## config.mk

```make
export PLATFORM = sky130hd
export DESIGN_NAME = rom_fetch_ctrl
export DESIGN_NICKNAME = d
export VERILOG_FILES = /design/src/rtl/rom_fetch_pkg.sv /design/src/rtl/rom_fetch_ctrl.sv
export SDC_FILE = /design/constraint.sdc
export NUM_CORES = 1
export LEC_CHECK = 0
export CORE_MARGIN = 1
export CORE_UTILIZATION = 49
export DETAILED_ROUTE_END_ITERATION = 6
export GPL_TIMING_DRIVEN = 0
export PLACE_DENSITY = 0.94
export SETUP_SLACK_MARGIN = 0.05
export SLEW_MARGIN = 15
export SYNTH_ARGS = -nofsm -noshare
export SYNTH_HDL_FRONTEND = slang
export SYNTH_SLANG_ARGS = --single-unit
```

## constraint.sdc

```tcl
create_clock -name clk -period 2.8 [get_ports clk]
set_clock_uncertainty 0.15 [all_clocks]
set_input_delay 0.56 -clock clk [delete_from_list [all_inputs] [get_ports clk]]
set_output_delay 0.56 -clock clk [all_outputs]
set_load 0.01 [all_outputs]
```

## src/rtl/rom_fetch_pkg.sv

```systemverilog
// Shared types and constants for the EPROM fetch sequencer.
// Used by rom_fetch_ctrl; the optional read cache is enabled with ROM_FETCH_CACHE_EN.
package rom_fetch_pkg;

    typedef enum logic [1:0] {
        StIdle,
        StAccess,
        StCapture,
        StHit
    } fetch_state_e;

    localparam int unsigned LenWidth          = 4;
    localparam int unsigned DefaultWaitCycles = 4;

endpackage

```

## src/rtl/rom_fetch_ctrl.sv

```systemverilog
// Fetch sequencer between a requesting engine and an asynchronous EPROM.
// Define ROM_FETCH_CACHE_EN to add a one-entry tag that serves repeated single-byte reads.
module rom_fetch_ctrl
    import rom_fetch_pkg::*;
#(
    parameter int unsigned DATA_WIDTH  = 8,
    parameter int unsigned ADDR_WIDTH  = 15,
    parameter int unsigned WAIT_CYCLES = DefaultWaitCycles
) (
    input  logic                  clk,
    input  logic                  RSTn,
    input  logic                  REQ_VALID,
    output logic                  REQ_READY,
    input  logic [ADDR_WIDTH-1:0] REQ_ADDR,
    input  logic [LenWidth-1:0]   REQ_LEN,
    output logic                  RSP_VALID,
    output logic [DATA_WIDTH-1:0] RSP_DATA,
    output logic                  RSP_LAST,
    output logic [ADDR_WIDTH-1:0] ROM_ADDR,
    output logic                  ROM_CEn,
    output logic                  ROM_OEn,
    input  logic [DATA_WIDTH-1:0] ROM_DATA
);

    localparam int unsigned CntWidth = (WAIT_CYCLES > 1) ? $clog2(WAIT_CYCLES) : 1;
    localparam logic [CntWidth-1:0] WaitLoad = CntWidth'(WAIT_CYCLES - 1);

    fetch_state_e        state_q;
    logic [CntWidth-1:0] wait_q;
    logic [LenWidth-1:0] beats_q;
    logic                capture;

    // Last access cycle of a beat: ROM_DATA has settled and is sampled on this edge.
    assign capture = (state_q == StAccess) && (wait_q == '0);

`ifdef ROM_FETCH_CACHE_EN
    logic                  tag_valid_q;
    logic [ADDR_WIDTH-1:0] tag_addr_q;
    logic [DATA_WIDTH-1:0] tag_data_q;
    logic                  cache_hit;

    assign cache_hit = tag_valid_q && (tag_addr_q == REQ_ADDR) && (REQ_LEN == '0);

    always_ff @(posedge clk or negedge RSTn) begin
        if (!RSTn) begin
            tag_valid_q <= 1'b0;
            tag_addr_q  <= '0;
            tag_data_q  <= '0;
        end else if (capture) begin
            tag_valid_q <= 1'b1;
            tag_addr_q  <= ROM_ADDR;
            tag_data_q  <= ROM_DATA;
        end
    end
`endif

    always_ff @(posedge clk or negedge RSTn) begin
        if (!RSTn) begin
            state_q   <= StIdle;
            wait_q    <= '0;
            beats_q   <= '0;
            REQ_READY <= 1'b1;
            RSP_VALID <= 1'b0;
            RSP_LAST  <= 1'b0;
            RSP_DATA  <= '0;
            ROM_ADDR  <= '0;
            ROM_CEn   <= 1'b1;
            ROM_OEn   <= 1'b1;
        end else begin
            RSP_VALID <= 1'b0;
            RSP_LAST  <= 1'b0;
            unique case (state_q)
                StIdle: begin
                    if (REQ_VALID) begin
                        REQ_READY <= 1'b0;
`ifdef ROM_FETCH_CACHE_EN
                        if (cache_hit) begin
                            state_q   <= StHit;
                            RSP_VALID <= 1'b1;
                            RSP_LAST  <= 1'b1;
                            RSP_DATA  <= tag_data_q;
                        end else begin
`else
                        begin
`endif
                            state_q  <= StAccess;
                            ROM_ADDR <= REQ_ADDR;
                            ROM_CEn  <= 1'b0;
                            ROM_OEn  <= 1'b0;
                            wait_q   <= WaitLoad;
                            beats_q  <= REQ_LEN;
                        end
                    end
                end
                StAccess: begin
                    if (capture) begin
                        state_q   <= StCapture;
                        RSP_DATA  <= ROM_DATA;
                        RSP_VALID <= 1'b1;
                        RSP_LAST  <= (beats_q == '0);
                    end else begin
                        wait_q <= wait_q - 1'b1;
                    end
                end
                StCapture: begin
                    if (beats_q != '0) begin
                        // Enables stay low between beats; only the address advances.
                        state_q  <= StAccess;
                        beats_q  <= beats_q - 1'b1;
                        ROM_ADDR <= ROM_ADDR + 1'b1;
                        wait_q   <= WaitLoad;
                    end else begin
                        state_q   <= StIdle;
                        REQ_READY <= 1'b1;
                        ROM_CEn   <= 1'b1;
                        ROM_OEn   <= 1'b1;
                    end
                end
`ifdef ROM_FETCH_CACHE_EN
                StHit: begin
                    state_q   <= StIdle;
                    REQ_READY <= 1'b1;
                end
`endif
                default: begin
                    state_q   <= StIdle;
                    REQ_READY <= 1'b1;
                    ROM_CEn   <= 1'b1;
                    ROM_OEn   <= 1'b1;
                end
            endcase
        end
    end

endmodule

```

==> run metrics <==
worst-path cell chain=buf_4 > clkdlybuf4s50_1; Seq/Total Area, Yosys=47.89%; Post-synth top cells=dfrtp_1, a21oi_1, nand2_1, nor2_1; H-tree levels=2; number of antenna diodes=0; Simple-Gate Fraction of Synth Area=18.92%; Seq pwr share=36.5%; Critical-path top delay cell=dfstp_2; Pwr Total=2.620 mW; Total Routing Usage GR=23.58%; utilization after layout=72.82%; P_leak=1.011 nW; row cnt=21; share of cells above drive strength 1=14.86%; Avg WL per Cell=14.20 um; Fin. Hold Viols=0; Crit path largest cell delay=580 ps; Comb power frac=49.0%; NumNets Final=281; Hold Crit Class=in -> async; Design Area, Final=2487 um^2; Die W=62.26 um; YS warnings=0; area leader, netlist=dfrtp_1; vias in the first global route=1539; largest family of logic cells by synthesized area=compound AO/OA/AOI/OAI gates; DRC Markers=0; synthesized flop and latch total=34; RSZ-0062 raised after global routing=false; min Tclk post-route=2268 ps; Post-CTS Resized=0; xor/xnor cell area share of the yosys netlist=0%; first-pass GRT wire length=7058 um; DR pass1 iterations=5; largest net degree at the start of global routing=35; core region area=3416 um^2; internal power=1.646 mW; Peak Freq=441.0 MHz; die area=3876 um^2; Post-Synth Adder-Cell Area=2.110%; top cells by area, synth=dfrtp_1, a21oi_1, mux2_2, nand2_1, a2bb2oi_1; sw frac=37.19%; PD cells=1053 nW/um^2; 1st-iter DRT viols=203; Non-Filler Instances=295; TritonCTS clock tree=built; Clock transition at path regs=110 ps; Primary FF master, synth=dfrtp_1; area grow syn2layout=39.80%; Num CTS Buffers=5; top-area cell type share of the netlist area=46.41%; Critical Path End Type=primary output; maximum root-to-sink buffer count=2; PortBufs=57; global placement routability congestion=0.8873; clock share of power=14.5%; WL final=4190 um; P_sw=0.9744 mW; Mapped Area=1779 um^2; Post-CTS Setup Bufs=0; Top Ports=58; Vias=1680; DP Wirelength=3006 um; startpoint types=register; syn_nets=217; Setup CP Type=reg -> out; run status=finished clean; Synth Area in Compound Gates=19.97%; # hold bufs at CTS=0; antenna-violating nets left=0; Top Family by Delay on Critical Path=buffers and inverters; CTS root buf=clkbuf_4; async set-reset flop share out of synthesis=100.0%; Worst Tran Pin Value=718.5 ps; number of flops mapped to enable cells by yosys=0; CP Max Fanout=5; Slew HR=52.10%; dpl cells=287; Synth Instances=184; initial antenna violation count=0; worst vdd ir=0.5178 mV; CP Data Required Time=2090 ps; Buf/Inv on CP=2; setup tns final=0 ps; Vias per Instance=5.695; dpl cell area=2402 um^2; grt ovf=0; CTS sink count=34; most numerous cell in the Yosys netlist=dfrtp_1; die height=62.26 um; Final Cycle Share=80.99%; final setup fails=0; fillers=241; post-synthesis average cell area=9.670 um^2; distinct cell type count after synthesis=43; Worst-Skew Late Latency=350 ps; Initial Util=52.09%; mux cell area share after synthesis=5.626%; Slew Limit Fails=0; max_cap viols=0; Worst EP arrival=1560 ps
[worst paths after layout]
path | start | endpoint | slack, ps | depth (start not counted)
setup / recovery | ROM_OEn | ROM_OEn | 530 | 2
hold / removal | RSTn | RSP_DATA[6] | 100 | 1
setup reg to reg | beats_q[0] | ROM_ADDR[12] | 580 | 7
hold reg to reg | wait_q[0] | wait_q[0] | 330 | 1
max in group asynchronous | RSTn | ROM_ADDR[5] | 1920 | 1
min in group clk | wait_q[0] | wait_q[0] | 330 | 1
[sequential cells by signal, summed over array words and instances (netlist names)]
name	flops
ROM_OEn	1
RSP_LAST	1
ROM_ADDR	15
beats_q	4
state_q	2
wait_q	2
RSP_DATA	8
RSP_VALID	1
[placed cells by master (no fill, tap or decap), types with 2 or more instances in the layout]
cell,n
nand3_1,9
buf_4,3
mux2_2,8
buf_2,6
or2_2,2
ha_1,3
nor3b_1,2
nor3_1,6
nand4_1,3
a21oi_1,24
o41ai_1,2
nand2b_1,3
inv_1,5
clkdlybuf4s50_1,56
clkbuf_1,5
and3b_1,2
dfrtp_1,33
a31o_2,2
o21ai_0,9
o22ai_1,6
clkbuf_4,5
a2bb2oi_1,6
nor2_1,11
a211oi_1,2
nand2_1,14
[per-stage QoR]
step	setup slack, ps	hold WS (ps)
after global routing	418.6	144.3
after floorplan	954.7	114.4
after global placement	346.8	308.6
after CTS	517.8	125.3
final	532.2	102.1
after detailed placement	512.9	320.3
[cell type report]
type | instances | area, um^2 | area share (%)
Sequential cell | 34 | 852.1 | 34.26
Multi-Input combinational cell | 131 | 829.5 | 33.35
Timing Repair Buffer | 57 | 565.5 | 22.74
Buffer | 14 | 78.83 | 3.169
Tap cell | 46 | 57.56 | 2.314
Clock buffer | 7 | 55.05 | 2.213
Clock inverter | 1 | 30.03 | 1.207
Inverter | 5 | 18.77 | 0.7545
[routing by layer]
metal,vias up,track usage [%],wire length [um]
met2,79,36.54,2022
met1,785,30.18,1769
met4,0,11.34,78
li1,808,-,-
met5,-,0,0
met3,8,6.985,321
[power by group through the flow]
stage	Combinational (mW)	Clock (mW)	Sequential [mW]
4_1_cts	1.29	0.386	0.955
2_1_floorplan	0.638	0	1.01
3_3_place_gp	1.25	0	0.949
6_report	1.28	0.380	0.957
3_5_place_dp	1.28	0	0.964
5_1_grt	1.39	0.413	0.994
[cells by family after synthesis]
logic type,Yosys count
mux,9
compound gates,57
simple gates,62
flops,34
buf+inv,19
fa+ha+maj,3
(Power assumes the default switching activity.)
